$ cat src/rtl/subleq_core_param.sv
// subleq_core_param -- parametrised SUBLEQ execution core.
//
// Executes one instruction per pass: mem[b] <= mem[b] - mem[a], then branches
// to c when the result is <= 0, otherwise falls through to pc+3. A taken branch
// to a negative target halts the core. All memory traffic goes through a single
// req/ack port, so BRAM (zero-wait) and wait-stated memories both work.
//
// Parameters:
//   DW        data word width (signed two's complement)
//   AW        address width; addresses are taken from word bits [AW-1:0]
//   RESET_PC  PC loaded at reset and on start
//   CNT_W     width of the retired-instruction counter
//
// Ports:
//   clk, rst      clock; asynchronous active-high reset
//   clk_enable    global advance enable, low freezes all state (and ignores ack)
//   start         pulse: (re)start from RESET_PC, honoured only in IDLE / HALT
//   mem_req/we/addr/wdata   memory request, held stable until mem_ack
//   mem_rdata/mem_ack       read data and completion, sampled on the ack cycle
//   busy          core is not in IDLE or HALT
//   halted        core executed a taken branch to a negative target
//   pc_out        current PC
//   result_out    last ALU result
//   retired       completed-instruction count (wrapping)
//   step          only with SUBLEQ_STEP_EN: releases the core from PAUSE
//
// Build option: define SUBLEQ_STEP_EN to add the step input and a PAUSE state
// entered after every write-back.
//
// All outputs come straight from flops: the next-state logic computes both the
// next architectural state and the memory-port values that go with it.

module subleq_core_param #(
  parameter int DW       = 64,
  parameter int AW       = 16,
  parameter int RESET_PC = 0,
  parameter int CNT_W    = 32
) (
  input  logic             clk,
  input  logic             rst,
  input  logic             clk_enable,
  input  logic             start,
  output logic             mem_req,
  output logic             mem_we,
  output logic [AW-1:0]    mem_addr,
  output logic [DW-1:0]    mem_wdata,
  input  logic [DW-1:0]    mem_rdata,
  input  logic             mem_ack,
  output logic             busy,
  output logic             halted,
  output logic [AW-1:0]    pc_out,
  output logic [DW-1:0]    result_out,
  output logic [CNT_W-1:0] retired
`ifdef SUBLEQ_STEP_EN
  ,
  input  logic             step
`endif
);

  localparam logic [3:0] S_IDLE  = 4'd0;
  localparam logic [3:0] S_RD_A  = 4'd1;
  localparam logic [3:0] S_RD_B  = 4'd2;
  localparam logic [3:0] S_RD_C  = 4'd3;
  localparam logic [3:0] S_RD_MA = 4'd4;
  localparam logic [3:0] S_RD_MB = 4'd5;
  localparam logic [3:0] S_EXEC  = 4'd6;
  localparam logic [3:0] S_WR_MB = 4'd7;
  localparam logic [3:0] S_HALT  = 4'd8;
`ifdef SUBLEQ_STEP_EN
  localparam logic [3:0] S_PAUSE = 4'd9;
`endif

  localparam logic [AW-1:0]    PC_RST  = AW'(RESET_PC);
  localparam logic [AW-1:0]    PC_INC1 = AW'(32'd1);
  localparam logic [AW-1:0]    PC_INC2 = AW'(32'd2);
  localparam logic [AW-1:0]    PC_INC3 = AW'(32'd3);
  localparam logic [CNT_W-1:0] CNT_INC = CNT_W'(32'd1);

  // Branch condition: zero or negative.
  function automatic logic is_leq(input logic [DW-1:0] v);
    is_leq = (v == {DW{1'b0}}) | v[DW-1];
  endfunction

  // States that own an outstanding memory transaction.
  function automatic logic is_mem_state(input logic [3:0] s);
    case (s)
      S_RD_A, S_RD_B, S_RD_C, S_RD_MA, S_RD_MB, S_WR_MB: is_mem_state = 1'b1;
      default:                                           is_mem_state = 1'b0;
    endcase
  endfunction

  // Architectural registers. Operands a/b only ever serve as addresses, so
  // only their low AW bits are kept; c keeps its sign bit for the halt test.
  logic [3:0]       state_r,   state_s;
  logic [AW-1:0]    pc_r,      pc_s;
  logic [AW-1:0]    a_r,       a_s;
  logic [AW-1:0]    b_r,       b_s;
  logic [AW-1:0]    c_r,       c_s;
  logic             c_neg_r,   c_neg_s;
  logic [DW-1:0]    ma_r,      ma_s;
  logic [DW-1:0]    mb_r,      mb_s;
  logic [DW-1:0]    result_r,  result_s;
  logic [CNT_W-1:0] retired_r, retired_s;
  logic             halted_r,  halted_s;

  // Registered port outputs.
  logic             mem_req_r,   mem_req_s;
  logic             mem_we_r,    mem_we_s;
  logic [AW-1:0]    mem_addr_r,  mem_addr_s;
  logic [DW-1:0]    mem_wdata_r, mem_wdata_s;
  logic             busy_r,      busy_s;

  logic leq_s;
  logic halt_take_s;

  // Branch decision from the result computed in EXEC; stable through WR_MB/PAUSE.
  always_comb begin
    leq_s       = is_leq(result_r);
    halt_take_s = leq_s & c_neg_r;
  end

  // Next-state and datapath update; nothing advances while clk_enable is low.
  always_comb begin
    state_s   = state_r;
    pc_s      = pc_r;
    a_s       = a_r;
    b_s       = b_r;
    c_s       = c_r;
    c_neg_s   = c_neg_r;
    ma_s      = ma_r;
    mb_s      = mb_r;
    result_s  = result_r;
    retired_s = retired_r;
    halted_s  = halted_r;
    if (clk_enable) begin
      case (state_r)
        S_IDLE, S_HALT: begin
          if (start) begin
            state_s   = S_RD_A;
            pc_s      = PC_RST;
            retired_s = {CNT_W{1'b0}};
            halted_s  = 1'b0;
          end else begin
            state_s = state_r;
          end
        end
        S_RD_A: begin
          if (mem_ack) begin
            a_s     = mem_rdata[AW-1:0];
            state_s = S_RD_B;
          end else begin
            state_s = S_RD_A;
          end
        end
        S_RD_B: begin
          if (mem_ack) begin
            b_s     = mem_rdata[AW-1:0];
            state_s = S_RD_C;
          end else begin
            state_s = S_RD_B;
          end
        end
        S_RD_C: begin
          if (mem_ack) begin
            c_s     = mem_rdata[AW-1:0];
            c_neg_s = mem_rdata[DW-1];
            state_s = S_RD_MA;
          end else begin
            state_s = S_RD_C;
          end
        end
        S_RD_MA: begin
          if (mem_ack) begin
            ma_s    = mem_rdata;
            state_s = S_RD_MB;
          end else begin
            state_s = S_RD_MA;
          end
        end
        S_RD_MB: begin
          if (mem_ack) begin
            mb_s    = mem_rdata;
            state_s = S_EXEC;
          end else begin
            state_s = S_RD_MB;
          end
        end
        S_EXEC: begin
          result_s = mb_r - ma_r;
          state_s  = S_WR_MB;
        end
        S_WR_MB: begin
          if (mem_ack) begin
            retired_s = retired_r + CNT_INC;
            // A halting branch leaves pc pointing at the halting instruction.
            if (leq_s && !c_neg_r) begin
              pc_s = c_r;
            end else if (!leq_s) begin
              pc_s = pc_r + PC_INC3;
            end else begin
              pc_s = pc_r;
            end
`ifdef SUBLEQ_STEP_EN
            state_s = S_PAUSE;
`else
            if (halt_take_s) begin
              state_s  = S_HALT;
              halted_s = 1'b1;
            end else begin
              state_s = S_RD_A;
            end
`endif
          end else begin
            state_s = S_WR_MB;
          end
        end
`ifdef SUBLEQ_STEP_EN
        S_PAUSE: begin
          // start is deliberately not decoded here.
          if (step) begin
            if (halt_take_s) begin
              state_s  = S_HALT;
              halted_s = 1'b1;
            end else begin
              state_s = S_RD_A;
            end
          end else begin
            state_s = S_PAUSE;
          end
        end
`endif
        default: begin
          state_s = S_IDLE;
        end
      endcase
    end else begin
      state_s = state_r;
    end
  end

  // Port values for the state being entered, so the outputs can be flopped.
  always_comb begin
    mem_req_s   = is_mem_state(state_s);
    mem_we_s    = (state_s == S_WR_MB);
    mem_wdata_s = result_s;
    busy_s      = (state_s != S_IDLE) && (state_s != S_HALT);
    case (state_s)
      S_RD_A:           mem_addr_s = pc_s;
      S_RD_B:           mem_addr_s = pc_s + PC_INC1;
      S_RD_C:           mem_addr_s = pc_s + PC_INC2;
      S_RD_MA:          mem_addr_s = a_s;
      S_RD_MB, S_WR_MB: mem_addr_s = b_s;
      default:          mem_addr_s = mem_addr_r;
    endcase
  end

  // State and output registers; reset aborts any transaction immediately.
  always_ff @(posedge clk or posedge rst) begin
    if (rst) begin
      state_r     <= S_IDLE;
      pc_r        <= PC_RST;
      a_r         <= {AW{1'b0}};
      b_r         <= {AW{1'b0}};
      c_r         <= {AW{1'b0}};
      c_neg_r     <= 1'b0;
      ma_r        <= {DW{1'b0}};
      mb_r        <= {DW{1'b0}};
      result_r    <= {DW{1'b0}};
      retired_r   <= {CNT_W{1'b0}};
      halted_r    <= 1'b0;
      mem_req_r   <= 1'b0;
      mem_we_r    <= 1'b0;
      mem_addr_r  <= {AW{1'b0}};
      mem_wdata_r <= {DW{1'b0}};
      busy_r      <= 1'b0;
    end else begin
      state_r     <= state_s;
      pc_r        <= pc_s;
      a_r         <= a_s;
      b_r         <= b_s;
      c_r         <= c_s;
      c_neg_r     <= c_neg_s;
      ma_r        <= ma_s;
      mb_r        <= mb_s;
      result_r    <= result_s;
      retired_r   <= retired_s;
      halted_r    <= halted_s;
      mem_req_r   <= mem_req_s;
      mem_we_r    <= mem_we_s;
      mem_addr_r  <= mem_addr_s;
      mem_wdata_r <= mem_wdata_s;
      busy_r      <= busy_s;
    end
  end

  assign mem_req    = mem_req_r;
  assign mem_we     = mem_we_r;
  assign mem_addr   = mem_addr_r;
  assign mem_wdata  = mem_wdata_r;
  assign busy       = busy_r;
  assign halted     = halted_r;
  assign pc_out     = pc_r;
  assign result_out = result_r;
  assign retired    = retired_r;

endmodule

$ cat config.mk
export PLATFORM = sky130hd
export DESIGN_NAME = subleq_core_param
export DESIGN_NICKNAME = d
export VERILOG_FILES = /design/src/rtl/subleq_core_param.sv
export SDC_FILE = /design/constraint.sdc
export NUM_CORES = 1
export LEC_CHECK = 0
export BUFFER_PORTS_ARGS = -buffer_cell sky130_fd_sc_hd__clkbuf_2
export CORE_ASPECT_RATIO = 1.5
export CORE_MARGIN = 1
export CORE_UTILIZATION = 30
export CTS_CLUSTER_SIZE = 10
export DETAILED_ROUTE_END_ITERATION = 12
export HOLD_SLACK_MARGIN = 0.08
export PLACE_DENSITY = 0.58
export SYNTH_ARGS = -nofsm -noshare
export SYNTH_HDL_FRONTEND = slang
export SYNTH_SLANG_ARGS = --single-unit
$ cat constraint.sdc
create_clock -name clk -period 9.85 [get_ports clk]
set_clock_uncertainty 0.1 [all_clocks]
set_input_delay 1.97 -clock clk [delete_from_list [all_inputs] [get_ports clk]]
set_output_delay 1.97 -clock clk [all_outputs]
set_load 0.02 [all_outputs]
==> results of run 1 <==
[registers in the layout, indices dropped and copies added, names as in the netlist]
signal     cells
busy           1
a_r           16
c_neg_r        1
halted         1
mem_addr      16
mem_wdata     64
mb_r          64
pc_out        16
state_r        4
b_r           16
ma_r          64
c_r           16
mem_req        1
mem_we         1
retired       32
[final cells by class]
cell class	count	share of cell area, %
inverters	101	1.85
well taps	777	4.70
multi-input cells	1235	43.3
flip-flops and latches	313	37.9
clock inverters	6	0.218
clock buffers	48	5.12
repair buffers	276	6.88
diodes	3	0.0363
[routing by layer]
metal  GRT usage (%)  wire (um)  part of all wire [%]  vias to the layer above
met5               0          0                     0                        -
met1            20.8      21900                    40                     7073
met4            9.74       2820                   5.1                        0
met3            2.60       2170                   3.9                      121
met2            32.2      28500                    51                      414
li1                -          -                     -                     6699
[cells by family (layout without fill, tap and decap cells)]
kind of cell / count (synthesis) / in the layout / synth area share, %
compound gates: 391 / 391 / 14.7
fa+ha+maj: 68 / 68 / 4.78
xor+xnor: 98 / 98 / 4.78
flops: 313 / 313 / 43.7
mux: 191 / 191 / 11.9
buf+inv: 242 / 431 / 6.56
simple gates: 487 / 487 / 13.6
other cells: 0 / 3 / 0
[Yosys cell counts, types with 5 or more instances]
master	count	area share (%)
or4_1	5	0.21
nor3_1	27	0.75
nand4_1	42	1.5
and2_1	11	0.38
or3_1	6	0.21
a21o_1	34	1.4
buf_1	6	0.13
and3_1	18	0.63
a221oi_1	6	0.29
a41oi_1	5	0.24
nand2_1	161	3.4
buf_4	66	2.8
nor2b_1	8	0.28
xor2_1	55	2.7
xnor2_1	43	2.1
buf_2	8	0.22
ha_1	67	4.7
or2_2	6	0.21
a22oi_1	13	0.54
o31ai_1	9	0.38
mux2_2	178	11
inv_1	99	2.1
dfrtp_1	313	44
mux2i_1	11	0.61
nand3_1	40	1.1
nor4_1	24	0.84
a21oi_1	86	2.4
o21ai_0	94	2.6
nor2_1	96	2.0
and4_1	9	0.44
nand2b_1	8	0.28
a221o_1	6	0.33
o22ai_1	8	0.28
a211oi_1	8	0.33
nor3b_1	5	0.21
clkbuf_1	60	1.3
a31oi_1	22	0.77
o21a_1	10	0.42
o21bai_1	20	0.84
[worst paths after layout]
check / start / to / slack (ns) / cells past startpoint
max: clk_enable / mem_addr[14] / 4.31 / 11
min: b_r[4] / b_r[4] / 0.39 / 1
max reg2reg: mem_wdata[16] / mem_addr[14] / 4.93 / 12
min reg2reg: b_r[4] / b_r[4] / 0.39 / 1
max in group asynchronous: rst / a_r[6] / 6.35 / 4
min in group asynchronous: rst / ma_r[34] / 1.53 / 3
[power groups by stage]
stage               clock network (mW)  logic, mW  registers (mW)
floorplan                            0       3.17            2.27
CTS                               1.36       4.39            2.25
finish                            1.31       4.37            2.24
global placement                     0       4.32            2.24
global route                      1.41       4.79            2.31
detailed placement                   0       4.37            2.27
==> impl_metrics.json, run 1 <==
{
  "status": "complete, no violations",
  "hold_path_class": "register to register",
  "post-place-ws_ns": 3.76,
  "cts_setup_buffers": 0,
  "hold_slack_ns": 0.394,
  "post_drt_wl_per_cell_um": 20.1,
  "cp_top_family": "simple AND/OR/NAND/NOR gates",
  "multiInputGateArea_um2": 8960,
  "drt-initial-drc-count": 598,
  "ir_drop_uv": 144,
  "tightest_slew_ns": 1.12,
  "maxClockFrequency_ghz": 0.180,
  "finalPower_mw": 7.92,
  "dieHeight_um": 302,
  "nNetsFinal": 2103,
  "final_util_pct": 35.0,
  "ys_warn_count": 0,
  "cts_buffers": 39,
  "hpwl_um": 41400,
  "numPortBuffers": 264,
  "setup_viol": 0,
  "hold_buffers": 0,
  "slowest_delay_ns": 0.92,
  "die_area_um2": 60800,
  "syn_area_um2": 17900,
  "slew_headroom_pct": 25.1,
  "vias_per_cell": 5.19,
  "placed_cell_area_um2": 19600,
  "pwr-share-comb_pct": 55.2,
  "cp.required_ns": 10.25,
  "clock_power_share_pct": 16.5,
  "grt_max_degree": 173,
  "htreeDepth": 2,
  "final_common_cell": "dfrtp_1",
  "cp.buffers_inverters": 2,
  "power_switching_mw": 3.66,
  "die_w_um": 202,
  "nFillCells": 5975,
  "syn_to_final_growth_pct": 15.3,
  "drt-pass1-iter-count": 5,
  "slowest_stage": "a21boi_1",
  "maxCapViolations": 0,
  "critPathLaunchType": "primary input",
  "slew_violations": 0,
  "swShare_pct": 46.2,
  "final_cell_mix": "dfrtp_1, clkbuf_2, mux2_2, nand2_1, inv_1",
  "power_density_nw_per_um2": 383,
  "route.detailed.drc": 0,
  "path_max_fanout": 18,
  "rsz0062_at_grt": "no",
  "gp_congestion": 0.923,
  "num_vias": 14300,
  "cts.path.max_buffers": 3,
  "drive_above_1_share_pct": 27.5,
  "grtUsageTotal_pct": 18.1,
  "p_leak_nw": 9.75,
  "clock_latency_ns": 0.56,
  "grt_pass1_wl_um": 84800,
  "io_pins": 265,
  "syn_nets": 1927,
  "syn-instance-count": 1790,
  "row_count": 109,
  "hold_violations": 0,
  "fin_ws_ns": 4.31,
  "path_class": "primary input to register",
  "core-area_um2": 59100,
  "clkSinkCount": 313,
  "final_area_um2": 20700,
  "ff_latch_area_um2": 7830,
  "ctsRootBufferMaster": "clkbuf_16",
  "synth-edff-count": 0,
  "drtAntennaViolNets": 0,
  "power_frac_seq_pct": 28.3,
  "grt_pass1_vias": 14400,
  "cts_tree": "done",
  "crit_arrival_ns": 5.94,
  "seq_area_frac_synth_pct": 43.7,
  "totalWireLength_um": 55400,
  "synthArstFlopShare_pct": 100,
  "syn_avg_cell_area_um2": 10.0,
  "yosysUniqueCellTypes": 95,
  "finalSetupTns_ns": 0,
  "worstSetupEndpointType": "register",
  "antenna_found_initial": 3,
  "synth_ff_type": "dfrtp_1",
  "period_minus_slack_ns": 5.54,
  "ys_seq_elements": 313,
  "dp_cells": 2702,
  "fin_crit_sh_pct": 56.3,
  "intPower_mw": 4.26,
  "globalRouteOverflowTotal": 0,
  "clk_pin_slew_ns": 0.06,
  "fin_cells": 2759,
  "initial_utilization_pct": 30.4,
  "cts_resized": 0,
  "path_cells": "clkbuf_2 -> nor2b_1 -> nand4_1 -> a21boi_1 -> inv_1 -> nor2_1 -> nand2_1 -> nor2_1 -> nand2_1 -> mux2_1 -> a21oi_1"
}
Power figures use the tool's default switching activity.
==> run 2: changes to the inputs <==
clock period = 4.98 ns   (was 9.85 ns; I/O delays follow)
==> run 2 against run 1 <==
Against the previous run: hold slack better by 0.00095 ns; flip-flop and latch count did not move; sequential share of layout area down 0.40 points; count of clock-buffer cells in the layout down 2; global-route usage barely moved; setup slack worse by 3.6 ns; final area up 1.1%; critical endpoint is now mem_addr[8].
==> impl_metrics.json, run 2 (same netlist as run 1, synthesis figures left out) <==
{
  "vias_per_cell": 5.16,
  "io_pins": 265,
  "path_class": "register to register",
  "ctsRootBufferMaster": "clkbuf_16",
  "initial_utilization_pct": 30.4,
  "fin_crit_sh_pct": 86.2,
  "drive_above_1_share_pct": 28.5,
  "clkSinkCount": 313,
  "clk_pin_slew_ns": 0.06,
  "dp_cells": 2734,
  "grt_pass1_vias": 14500,
  "numPortBuffers": 264,
  "nNetsFinal": 2134,
  "cts_tree": "done",
  "route.detailed.drc": 0,
  "ff_latch_area_um2": 7830,
  "maxClockFrequency_ghz": 0.233,
  "grt_pass1_wl_um": 85400,
  "status": "complete, no violations",
  "grt_max_degree": 111,
  "final_common_cell": "dfrtp_1",
  "use_met1_pct": 20.6,
  "final_area_um2": 20900,
  "hold_path_class": "register to register",
  "drt-pass1-iter-count": 6,
  "cts_resized": 0,
  "fin_cells": 2785,
  "antenna_found_initial": 1,
  "setup_viol": 0,
  "ir_drop_uv": 250,
  "finalPower_mw": 15.7,
  "num_vias": 14400,
  "gp_congestion": 0.936,
  "totalWireLength_um": 55100,
  "rsz0062_at_grt": "no",
  "path_cells": "nor4_1 -> nand4_1 -> o41a_1 -> o21ai_1 -> a22oi_2 -> inv_1 -> ha_1 -> nor3b_2 -> nand3_1 -> xnor2_1 -> a221oi_1 -> a211oi_1",
  "globalRouteOverflowTotal": 0,
  "use_met2_pct": 33.7,
  "finalSetupTns_ns": 0,
  "die_w_um": 202,
  "die_area_um2": 60800,
  "antenna-diode-count": 0,
  "period_minus_slack_ns": 4.29,
  "cts.path.max_buffers": 3,
  "grt_use_met3_pct": 2.77,
  "hold_violations": 0,
  "clock_latency_ns": 0.56,
  "tightest_slew_ns": 1.04,
  "row_count": 109,
  "grtUsageTotal_pct": 18.1,
  "cp.required_ns": 5.31,
  "slew_headroom_pct": 30.4,
  "slew_violations": 0,
  "critPathLaunchType": "register",
  "path_max_fanout": 12,
  "final_cell_mix": "dfrtp_1, clkbuf_2, mux2_2, nand2_1, inv_1",
  "worstSetupEndpointType": "register",
  "drtAntennaViolNets": 0,
  "p_leak_nw": 9.89,
  "syn_to_final_growth_pct": 16.5,
  "hold_buffers": 0,
  "drt-initial-drc-count": 730,
  "cts_setup_buffers": 0,
  "hpwl_um": 41700,
  "slowest_stage": "o41a_1",
  "crit_arrival_ns": 4.62,
  "grt_busiest_layer": "met2",
  "htreeDepth": 2,
  "maxCapViolations": 0,
  "nFillCells": 6017,
  "dieHeight_um": 302,
  "slowest_delay_ns": 0.76,
  "power_density_nw_per_um2": 753,
  "cts_buffers": 38,
  "post_drt_wl_per_cell_um": 19.8,
  "multiInputGateArea_um2": 8960,
  "core-area_um2": 59100,
  "placed_cell_area_um2": 19800,
  "final_util_pct": 35.4
}
[run 2: per-layer routing]
layer  wire length, um  up-vias
li1                  -     6762
met1             21800     7100
met2             29000      413
met3              2280      105
met4              2050        2
met5                13        -
[run 2: stage by stage]
step | setup WS, ns | hold slack, ns
finish | 0.687 | 0.395
global route | 0.369 | 0.401
CTS | 0.637 | 0.394
detailed placement | 0.667 | 0.382
global placement | 0.695 | 0.378
floorplan | -0.285 | 0.370
[run 2: power breakdown]
group	switching (mW)	total, mW	internal, mW
sequential	0.834	4.38	3.54
clock	1.09	2.51	1.42
combinational	5.33	8.85	3.53
[run 2: final cells by class]
class                   instances  area share (%)
multi-input cells            1235            42.9
flip-flops and latches        313            37.5
repair buffers                308            8.14
clock buffers                  46            4.84
well taps                     777            4.65
inverters                     101            1.83
clock inverters                 5           0.209
[run 2: path summary, 6_finish.rpt]
check,from,end,slack [ns],cells past startpoint
setup / recovery,mem_wdata[17],mem_addr[8],0.69,12
hold / removal,b_r[9],b_r[9],0.39,1
setup reg to reg,mem_wdata[17],mem_addr[8],0.69,12
hold reg to reg,b_r[9],b_r[9],0.39,1
max in group asynchronous,rst,pc_out[14],3.23,3
min in group asynchronous,rst,mb_r[35],0.47,2
[run 2: worst max-delay path: cells and delay by family (launching register included)]
| kind | cells | cell delay, ns |
|---|---|---|
| flip-flops | 1 | 0.43 |
| XOR/XNOR | 1 | 0.16 |
| buffers and inverters | 1 | 0.16 |
| AND/OR/NAND/NOR | 4 | 1.55 |
| AO/OA/AOI/OAI | 5 | 1.55 |
| adder cells (fa/ha/maj) | 1 | 0.20 |
==> run 3: changes to the inputs <==
==> constraint.sdc (replaced) <==
create_clock -name clk -period 4.98 [get_ports clk]
set_clock_uncertainty 0.1 [all_clocks]
set_input_delay 0.498 -clock clk [delete_from_list [all_inputs] [get_ports clk]]
set_output_delay 0.498 -clock clk [all_outputs]
set_load 0.01 [all_outputs]
==> run 3 against run 2 <==
Against the previous run: global-route usage is 0.20 points higher; hold slack worse by 0.28 ns; cell count grew 1.3%; setup slack improved by 0.056 ns; die area did not move; count of clock-buffer cells in the layout up 5; critical path depth up 1; core utilization increased by 0.56 points; first-iteration DRC count decreased by 7.1%; non-clock buffer count rose by 27; wire length rose by 1.0%; critical path type unchanged.
==> impl_metrics.json, run 3 (same netlist as run 1, synthesis figures left out) <==
{
  "tightest_slew_ns": 1.06,
  "fin_ws_ns": 0.743,
  "status": "complete, no violations",
  "syn_to_final_growth_pct": 18.4,
  "cts_tree": "done",
  "row_count": 109,
  "hold_violations": 0,
  "clock_latency_ns": 0.56,
  "hpwl_um": 42400,
  "dieHeight_um": 302,
  "grt_max_degree": 168,
  "finalSetupTns_ns": 0,
  "globalRouteOverflowTotal": 0,
  "final_common_cell": "dfrtp_1",
  "die_area_um2": 60800,
  "post-place-ws_ns": 0.740,
  "die_w_um": 202,
  "cp.required_ns": 5.35,
  "clkSinkCount": 313,
  "nNetsFinal": 2162,
  "grt_pass1_vias": 14700,
  "ir_drop_uv": 360,
  "path_cells": "nor4_1 -> nand4_1 -> o41a_1 -> nor3_1 -> a211oi_2 -> inv_1 -> ha_1 -> inv_1 -> a211oi_2 -> and3_1 -> nand3_1 -> mux2_1 -> a31oi_1",
  "highest_layer": "met4",
  "drt-pass1-iter-count": 5,
  "cts.path.max_buffers": 3,
  "grt_pass1_wl_um": 85900,
  "route.detailed.drc": 0,
  "worst-r2r-setup-slack_ns": 0.74,
  "cp_top_family": "simple AND/OR/NAND/NOR gates",
  "p_leak_nw": 10.0,
  "drtAntennaViolNets": 0,
  "maxCapViolations": 0,
  "power_density_nw_per_um2": 727,
  "maxClockFrequency_ghz": 0.236,
  "period_minus_slack_ns": 4.24,
  "slowest_delay_ns": 0.74,
  "num_vias": 14400,
  "gp_congestion": 0.913,
  "wl_met2_um": 29300,
  "numPortBuffers": 264,
  "core-area_um2": 59100,
  "grtUsageTotal_pct": 18.3,
  "setup_viol": 0,
  "path_max_fanout": 12,
  "critPathLaunchType": "register",
  "htreeDepth": 2,
  "clk_pin_slew_ns": 0.06,
  "initial_utilization_pct": 30.4,
  "slew_violations": 0,
  "worstSetupEndpointType": "register",
  "totalWireLength_um": 55700,
  "slowest_stage": "o41a_1",
  "path_class": "register to register",
  "final_cell_mix": "dfrtp_1, clkbuf_2, mux2_2, nand2_1, inv_1",
  "slew_headroom_pct": 29.2,
  "rsz0062_at_grt": "no",
  "wl_met3_um": 2110,
  "drt-initial-drc-count": 678,
  "fin_crit_sh_pct": 85.1,
  "drive_above_1_share_pct": 27.7,
  "ctsRootBufferMaster": "clkbuf_16",
  "vias_per_cell": 5.12,
  "post_drt_wl_per_cell_um": 19.7,
  "wl_met1_um": 21700,
  "crit_arrival_ns": 4.60,
  "hold_path_class": "primary input to register",
  "io_pins": 265,
  "antenna_found_initial": 2,
  "cts_buffers": 39,
  "cp.buffers_inverters": 2
}
run 3: per-layer routing:
layer | track usage [%] | vias to the layer above
met5 | 0 | -
met4 | 8.89 | 0
met3 | 2.41 | 105
met2 | 33.9 | 397
met1 | 20.6 | 7087
li1 | - | 6836
run 3: final cells by class:
cell class              count  area, um^2
diodes                      2        5.00
clock buffers              51        1060
clock inverters             6        43.8
fillers                  5984       37800
inverters                 101         383
multi-input cells        1235        8960
flip-flops and latches    313        7830
well taps                 777         972
repair buffers            335        1970
run 3: report_power, final:
group | internal, mW | switching [mW]
clock | 1.48 | 1.08
sequential | 3.54 | 0.824
combinational | 3.53 | 5.00
total | 8.55 | 6.90
run 3: final timing paths:
kind / from / to / cells after the start
setup / recovery: mem_wdata[34] / mem_addr[9] / 13
setup reg to reg: mem_wdata[34] / mem_addr[9] / 13
hold reg to reg: b_r[1] / b_r[1] / 1
max in group asynchronous: rst / a_r[2] / 4
hold / removal: mem_rdata[18] / ma_r[18] / 2
min in group asynchronous: rst / mb_r[34] / 4
run 3: stage by stage:
step / std cells / cell area, um^2 / util (%) / hold WS (ns) / power, mW
floorplan: 1790 / 17900 / - / 0.370 / 10.3
CTS: 2818 / 21200 / 36.0 / 0.0813 / 15.6
finish: 2820 / 21200 / 36.0 / 0.110 / 15.4
detailed placement: 2723 / 19700 / 33.4 / 0.388 / 12.9
global placement: 2723 / 19700 / 33.4 / 0.380 / 12.8
global route: 2820 / 21200 / 36.0 / 0.0960 / 16.6
run 3: what timing repair did:
| action | in CTS | in global routing |
|---|---|---|
| hold buffers | 38 | 0 |
| setup buffers | 0 | 0 |
| hold endpoints to repair | 67 | 0 |
| resized for setup | 0 | 0 |
